## src/rtl/lcd_pkg.sv

```systemverilog
// Shared types and defaults for the LCD test-pattern sequencer.
package lcd_pkg;
  typedef enum logic [2:0] {IDLE, WRITE, HOLD, CLEAR, NEXT} pat_state_t;
  localparam int PAT_HOLD_W = 32;
endpackage

```

## src/rtl/hold_timer.sv

```systemverilog
// Loadable down-counter with a zero flag; saturates at zero.
module hold_timer #(
  parameter int W = 32
) (
  input  logic         clk,
  input  logic         rst,
  input  logic         load,
  input  logic [W-1:0] load_val,
  input  logic         dec,
  output logic [W-1:0] cnt,
  output logic         zero
);
  logic [W-1:0] cnt_q, cnt_d;

  always_comb begin
    cnt_d = cnt_q;
    if (load)                  cnt_d = load_val;
    else if (dec && cnt_q != '0) cnt_d = cnt_q - W'(1);
  end

  always_ff @(posedge clk) begin
    if (rst) cnt_q <= '0;
    else     cnt_q <= cnt_d;
  end

  assign cnt  = cnt_q;
  assign zero = (cnt_q == '0);
endmodule

```

## src/rtl/lcd_pattern_seq.sv

```systemverilog
// LCD test-pattern sequencer: write / hold / optional clear per pattern,
// single pass or looping, with graceful stop that never abandons a write.
module lcd_pattern_seq
  import lcd_pkg::*;
#(
  parameter int NUM_PATTERNS = 8,
  parameter int IDX_W        = (NUM_PATTERNS > 1) ? $clog2(NUM_PATTERNS) : 1,
  parameter int HOLD_W       = PAT_HOLD_W
) (
  input  logic              clk,
  input  logic              rst,
  input  logic              start,
  input  logic              stop,
  input  logic              loop_mode,
  input  logic              clear_en,
  input  logic [IDX_W:0]    pattern_count,
  input  logic [HOLD_W-1:0] hold_cycles,
  input  logic              write_done,
  output logic              write_req,
  output logic              write_clear,
  output logic [IDX_W-1:0]  pattern_idx,
  output logic              busy,
  output logic              pass_done,
  output logic              done
);
  localparam logic [IDX_W:0] MAX_CNT = (IDX_W+1)'(NUM_PATTERNS);

  pat_state_t          state_q, state_d;
  logic [IDX_W-1:0]    idx_q, idx_d;
  logic [IDX_W:0]      cnt_cfg_q, cnt_cfg_d;
  logic [HOLD_W-1:0]   hold_cfg_q, hold_cfg_d;
  logic                loop_q, loop_d;
  logic                clr_q, clr_d;
  logic                stop_pend_q, stop_pend_d;
  logic                write_req_q, write_req_d;
  logic                write_clear_q, write_clear_d;
  logic                busy_q, busy_d;
  logic                pass_done_q, pass_done_d;
  logic                done_q, done_d;

  logic [IDX_W:0]      cnt_clamp;
  logic [HOLD_W-1:0]   hold_clamp;
  logic                last, stop_now, pass_evt;
  logic                tmr_load, tmr_dec, tmr_zero;
  logic [HOLD_W-1:0]   tmr_cnt;

  always_comb begin
    if (pattern_count == '0)          cnt_clamp = (IDX_W+1)'(1);
    else if (pattern_count > MAX_CNT) cnt_clamp = MAX_CNT;
    else                              cnt_clamp = pattern_count;
    hold_clamp = (hold_cycles == '0) ? HOLD_W'(1) : hold_cycles;
  end

  assign last     = ({1'b0, idx_q} == (cnt_cfg_q - (IDX_W+1)'(1)));
  assign stop_now = stop || stop_pend_q;
  assign tmr_load = (state_q == WRITE) && write_done;
  assign tmr_dec  = (state_q == HOLD);

  hold_timer #(.W(HOLD_W)) u_hold (
    .clk      (clk),
    .rst      (rst),
    .load     (tmr_load),
    .load_val (hold_cfg_q - HOLD_W'(1)),
    .dec      (tmr_dec),
    .cnt      (tmr_cnt),
    .zero     (tmr_zero)
  );

  // State and output registers
  always_ff @(posedge clk) begin
    if (rst) begin
      state_q       <= IDLE;
      idx_q         <= '0;
      cnt_cfg_q     <= '0;
      hold_cfg_q    <= '0;
      loop_q        <= 1'b0;
      clr_q         <= 1'b0;
      stop_pend_q   <= 1'b0;
      write_req_q   <= 1'b0;
      write_clear_q <= 1'b0;
      busy_q        <= 1'b0;
      pass_done_q   <= 1'b0;
      done_q        <= 1'b0;
    end else begin
      state_q       <= state_d;
      idx_q         <= idx_d;
      cnt_cfg_q     <= cnt_cfg_d;
      hold_cfg_q    <= hold_cfg_d;
      loop_q        <= loop_d;
      clr_q         <= clr_d;
      stop_pend_q   <= stop_pend_d;
      write_req_q   <= write_req_d;
      write_clear_q <= write_clear_d;
      busy_q        <= busy_d;
      pass_done_q   <= pass_done_d;
      done_q        <= done_d;
    end
  end

  // Next-state logic
  always_comb begin
    state_d     = state_q;
    idx_d       = idx_q;
    cnt_cfg_d   = cnt_cfg_q;
    hold_cfg_d  = hold_cfg_q;
    loop_d      = loop_q;
    clr_d       = clr_q;
    stop_pend_d = stop_pend_q;
    pass_evt    = 1'b0;
    case (state_q)
      IDLE: if (start) begin
        cnt_cfg_d  = cnt_clamp;
        hold_cfg_d = hold_clamp;
        loop_d     = loop_mode;
        clr_d      = clear_en;
        idx_d      = '0;
        state_d    = WRITE;
      end
      WRITE: begin
        if (write_done) state_d = stop_now ? IDLE : HOLD;
        else if (stop)  stop_pend_d = 1'b1;
      end
      HOLD: begin
        if (stop)          state_d = IDLE;
        else if (tmr_zero) state_d = clr_q ? CLEAR : NEXT;
      end
      CLEAR: begin
        if (write_done) state_d = stop_now ? IDLE : NEXT;
        else if (stop)  stop_pend_d = 1'b1;
      end
      NEXT: begin
        if (stop) state_d = IDLE;
        else if (last) begin
          idx_d    = '0;
          pass_evt = 1'b1;
          state_d  = loop_q ? WRITE : IDLE;
        end else begin
          idx_d   = idx_q + IDX_W'(1);
          state_d = WRITE;
        end
      end
      default: state_d = IDLE;
    endcase
    if (state_d == IDLE) stop_pend_d = 1'b0;
  end

  // Outputs are registered from the next state so they align with it
  always_comb begin
    write_req_d   = (state_d == WRITE) || (state_d == CLEAR);
    write_clear_d = (state_d == CLEAR);
    busy_d        = (state_d != IDLE);
    pass_done_d   = pass_evt;
    done_d        = (state_d == IDLE) && (state_q != IDLE);
  end

  assign write_req   = write_req_q;
  assign write_clear = write_clear_q;
  assign pattern_idx = idx_q;
  assign busy        = busy_q;
  assign pass_done   = pass_done_q;
  assign done        = done_q;
endmodule

```

## config.mk

```make
export PLATFORM = sky130hd
export DESIGN_NAME = lcd_pattern_seq
export DESIGN_NICKNAME = d
export VERILOG_FILES = /design/src/rtl/lcd_pkg.sv /design/src/rtl/hold_timer.sv /design/src/rtl/lcd_pattern_seq.sv
export SDC_FILE = /design/constraint.sdc
export NUM_CORES = 1
export LEC_CHECK = 0
export BUFFER_PORTS_ARGS = -buffer_cell sky130_fd_sc_hd__buf_2
export CORE_ASPECT_RATIO = 0.6
export CORE_MARGIN = 10
export CORE_UTILIZATION = 40
export CTS_CLUSTER_SIZE = 8
export DETAILED_ROUTE_END_ITERATION = 10
export HOLD_SLACK_MARGIN = 0.02
export PLACE_DENSITY = 0.54
export SYNTH_ARGS = -nofsm -noshare
export SYNTH_HDL_FRONTEND = slang
export SYNTH_SLANG_ARGS = --single-unit
export TNS_END_PERCENT = 5
```

## constraint.sdc

```tcl
create_clock -name clk -period 8.1 [get_ports clk]
set_clock_uncertainty 0.15 [all_clocks]
set_input_delay 1.215 -clock clk [delete_from_list [all_inputs] [get_ports clk]]
set_output_delay 1.215 -clock clk [all_outputs]
set_load 0.02 [all_outputs]
```

# Word-level counts from Yosys, hierarchy flattened
# Index checks and enable logic that the tools add are counted.
# totals
register_bits	82
input_bits	43
# classes
add_sub_neg	4
magnitude_cmp	1
eq_ne	9
mux	22
n_bitwise	2
reduce_logical	21
# op_table
operator	n
$mux W32	3
$logic_not A32 Y1	2
$sub A32 B1 Y32 const B	2
$reduce_bool A32 Y1	1
$mux W3	10
$pmux W3 S5	1
$eq A3 B2 Y1 const B	3
$mux W4	2
$eq A3 B1 Y1 const B	2
$logic_not A3 Y1	2
$pmux W3 S2	1
$reduce_and A3 Y1	2
$reduce_bool A3 Y1	2
$eq A3 B4 Y1	1
$gt A4 B4 Y1 const B	1
$logic_not A4 Y1	1
$mux W1	4
$ne A2 B2 Y1 const B	2
$reduce_bool A2 Y1	2
$reduce_or A2 Y1	2
$sub A4 B1 Y4 const B	1
$add A3 B1 Y3 const B	1
$eq A3 B3 Y1 const B	1
$logic_and A1 B1 Y1	3
other kinds (5)	7

# Longest topological paths before layout
# depth
ltp_word	7
mapped_depth	16

# Modules after synthesis
# A second synthesis with hierarchy kept.
# hier_totals
cells_unflattened	568
hier_area_um2	4594.4
# by_module_without_submodules
mod	instances	cells_per_inst	area_each_um2
lcd_pattern_seq	1	335	2601.2
hold_timer	1	233	1993.2

# Worst setup path after synthesis
# Ideal clock, no wire load.
# synth_path
kind	in2reg
startpoint	input port write_done
endpoint	register u_hold.cnt_q[14] (netlist: u_hold.cnt[14])
setup_ns	0.086
arrival_ns	4.755
required_time_ns	7.864
path_slack_ns	3.109
path_stages	14
path_cell_list	nand4bb_1 buf_2 clkbuf_1 clkbuf_1 buf_1 buf_1 mux2i_1 ha_1 nor3b_1 nand2_1 o32ai_1 nor4b_1 xnor2_1 a211oi_1
# synth_via
elab_chain_cells	2
elab_cells_between_ends	3
classes_between	mux: 1; reduce/logical: 2
# synth_lines
element	line	text
start: declaration	lcd_pattern_seq.sv:18	input logic write_done,
$logic_and A1 B1 Y1 (*)	lcd_pattern_seq.sv:56	assign tmr_load = (state_q == WRITE) && write_done;
$mux W32 / $reduce_bool A2 Y1 (equally long branches)	--	
end signal: assignment	hold_timer.sv:23	else cnt_q <= cnt_d;
end: declaration	hold_timer.sv:13	logic [W-1:0] cnt_q, cnt_d;
# Every way passes the cells marked *; elsewhere a longest branch is shown, timed or not.
# A chain may end at the register's enable or synchronous reset.

# Worst setup path after layout
# Same ends and word-level chain as after synthesis.

==> impl_metrics.ini <==
[outcome]
status = complete, no violations

[drt]
wl_per_cell_um = 17.7
wirelength_mm = 14.3
drtIter0Drc = 486
drt_first_pass_iters = 6
antenna_left = 0
vias = 4691
drc = 0
vias_per_cell = 5.81

[synth]
synthTopCellsByCount = 106 x nand2_1, 82 x dfxtp_1, 56 x a21oi_1, 50 x nor2_1, 35 x nor4_1
ys_ff_latch = 82
syn_area_per_cell_um2 = 7.63
yosys.area.top_type = dfxtp_1
synth_area_leaders = dfxtp_1 35%, nand2_1 8.6%, a21oi_1 6.0%
synth_nets = 656
synth.distinct_cells = 63
yosysMostFrequentCell = nand2_1
yosysWarningCount = 0
ys.flop_type = dfxtp_1
synth_edf_count = 0
synth_top_area_frac = 0.353
async_flop_share = 0
synthesis.area_um2 = 4650
synth_cells = 610
yosysSeqAreaShare = 0.353

[placed_design]
hpwl_mm = 10.4
gp_congestion = 0.969
io_buffers = 50

[timing]
finalSetupTns_ns = 0
hold_viol = 0
worstMarginPinSlew_ns = 0.948
rsz0062_at_grt = false
slew_headroom = 0.359
max_freq_mhz = 217
hold_ws_ns = 0.307
drv_slew = 0
finalCritPeriodShare = 0.569
finalSetupViolations = 0
period_needed_ns = 4.61

[power]
leakage_nw = 1.96
p_per_area_nw_per_um2 = 223
power.total_mw = 1.19
ir_drop_mv = 0.114

[grt]
busiest_layer = met1
groute.usage.overall = 0.167
grt-ovfl-total = 0
grt_pass1_vias = 4156
grt_pass1_wl_mm = 22.9
met1_usage = 0.275
gr-usage-met2 = 0.191
grt_start_max_net_pins = 82
antenna_found_initial = 0
grtUsageMet3 = 0.0514

[floorplanning]
num_rows = 30
ioPinCount = 51
start_util = 0.410
die_h_um = 104
fp.dieW_um = 159
die-area_um2 = 16500
core_um2 = 11300

[clocking]
ctsResizeCount = 0
post_cts_buffers = 0
cts_sinks = 82
clock_latency_ns = 0.34
clk_pin_slew_ns = 0.07
htreeDepth = 3
postCtsHoldBufs = 0
cts_buffers = 9
clk_path_buf_depth = 2
root_buffer = clkbuf_16
cts_tree = done

[job]
cap_violations = 0

[worst_setup_path]
critPathTopFamily = simple AND/OR/NAND/NOR gates
path_cells = buf_2 > nand4bb_2 > buf_4 > mux2i_1 > ha_1 > nor3b_1 > nand2_1 > o32ai_1 > nor4b_1 > xnor2_1 > a211oi_1
cp.arrival_ns = 4.71
start_kind = input pin
end_kind = flip-flop
critPathMaxStageDelay_ns = 0.61
slowest_stage = o32ai_1
crit_fanout = 72
path_buf_inv = 2
crit_required_ns = 8.20
setup.worst_path.class = input pin to flip-flop

[layout]
areaGrowthSynthToFinish_pct = 15.0
fin_util = 0.472
diodes = 0
final_nets = 689
drive_above_1_share = 0.144
fillers = 1179

[worst_hold_path]
min_path_type = flip-flop to flip-flop
-- metal layers --
layer / vias up / routed length, µm
met3: 6 / 1440
met2: 228 / 5010
met1: 2154 / 7820
li1: 2303 / -
met4: 0 / 61
met5: - / 0
-- tightest hold or removal path, delay by kind of cell, from the launching register on --
family	cells	cell delay (ns)
flip-flops	1	0.31
AND/OR/NAND/NOR	1	0.05
AO/OA/AOI/OAI	1	0.05
-- cell usage in the layout (no fill, tap or decap), types with 4 or more instances in the layout --
master | netlist | layout
nor3_1 | 25 | 25
mux2i_1 | 6 | 6
a311oi_1 | 6 | 6
nand3_1 | 19 | 19
inv_1 | 7 | 7
nand2b_1 | 9 | 9
xor2_1 | 17 | 17
o22ai_1 | 5 | 5
nand4_1 | 10 | 10
a31oi_1 | 4 | 4
buf_4 | 0 | 7
a211oi_1 | 17 | 17
and3_1 | 4 | 4
buf_2 | 3 | 50
o31ai_1 | 5 | 4
or3_1 | 9 | 9
a21oi_1 | 56 | 56
dfxtp_1 | 82 | 82
nor2_1 | 50 | 50
o21ai_0 | 13 | 13
nand3b_1 | 4 | 4
nand2_1 | 106 | 106
xnor2_1 | 20 | 20
a31o_2 | 6 | 6
clkbuf_16 | 0 | 9
nor4_1 | 35 | 35
-- per-stage QoR --
| stage | area [µm²] | cells | setup slack, ns |
|---|---|---|---|
| 2_1_floorplan | 4650 | 610 | 3.11 |
| 3_3_place_gp | 5040 | 792 | 3.43 |
| 3_5_place_dp | 5040 | 792 | 3.20 |
| 4_1_cts | 5350 | 808 | 3.55 |
| 5_1_grt | 5350 | 808 | 3.20 |
| 6_report | 5350 | 808 | 3.49 |
-- logic make-up (layout without fill, tap and decap cells) --
logic type	after synthesis	count (layout)	synth area share
flip-flops	82	82	0.353
AND/OR/NAND/NOR	297	297	0.317
multiplexers	8	8	0.0177
AO/OA/AOI/OAI	141	141	0.199
XOR/XNOR	37	37	0.0696
adder cells (fa/ha/maj)	3	3	0.00807
buffers and inverters	42	80	0.0363
-- state kept, by name, indices dropped and copies added (netlist names) --
| name | flops |
|---|---|
| busy | 1 |
| clr_q | 1 |
| cnt_cfg_q | 4 |
| done | 1 |
| hold_cfg_q | 32 |
| loop_q | 1 |
| pass_done | 1 |
| pattern_idx | 3 |
| state_q | 3 |
| stop_pend_q | 1 |
| u_hold.cnt | 32 |
| write_clear | 1 |
| write_req | 1 |
-- layout make-up --
class / count / area, µm² / share of cell area
timing repair buffer: 57 / 303 / 0.0566
sequential: 82 / 1640 / 0.307
clock buffer: 10 / 239 / 0.0447
clock inverter: 6 / 71.3 / 0.0133
inverter: 7 / 26.3 / 0.00491
tap: 160 / 200 / 0.0374
multi-input combinational: 486 / 2870 / 0.536
-- power by group --
group          leakage, nW  internal (mW)  switching, mW
logic                 1.14          0.114          0.179
clock network        0.146          0.250          0.178
registers            0.671          0.431         0.0422
total                 1.96          0.795          0.399
-- final timing paths --
path / depth (start not counted) / to / from / slack (ns)
setup / recovery: 11 / u_hold.cnt[14] / write_done / 3.49
hold / removal: 2 / loop_q / loop_q / 0.31
setup reg to reg: 10 / u_hold.cnt[14] / state_q[1] / 3.84
hold reg to reg: 2 / loop_q / loop_q / 0.31
(Power assumes the default switching activity.)
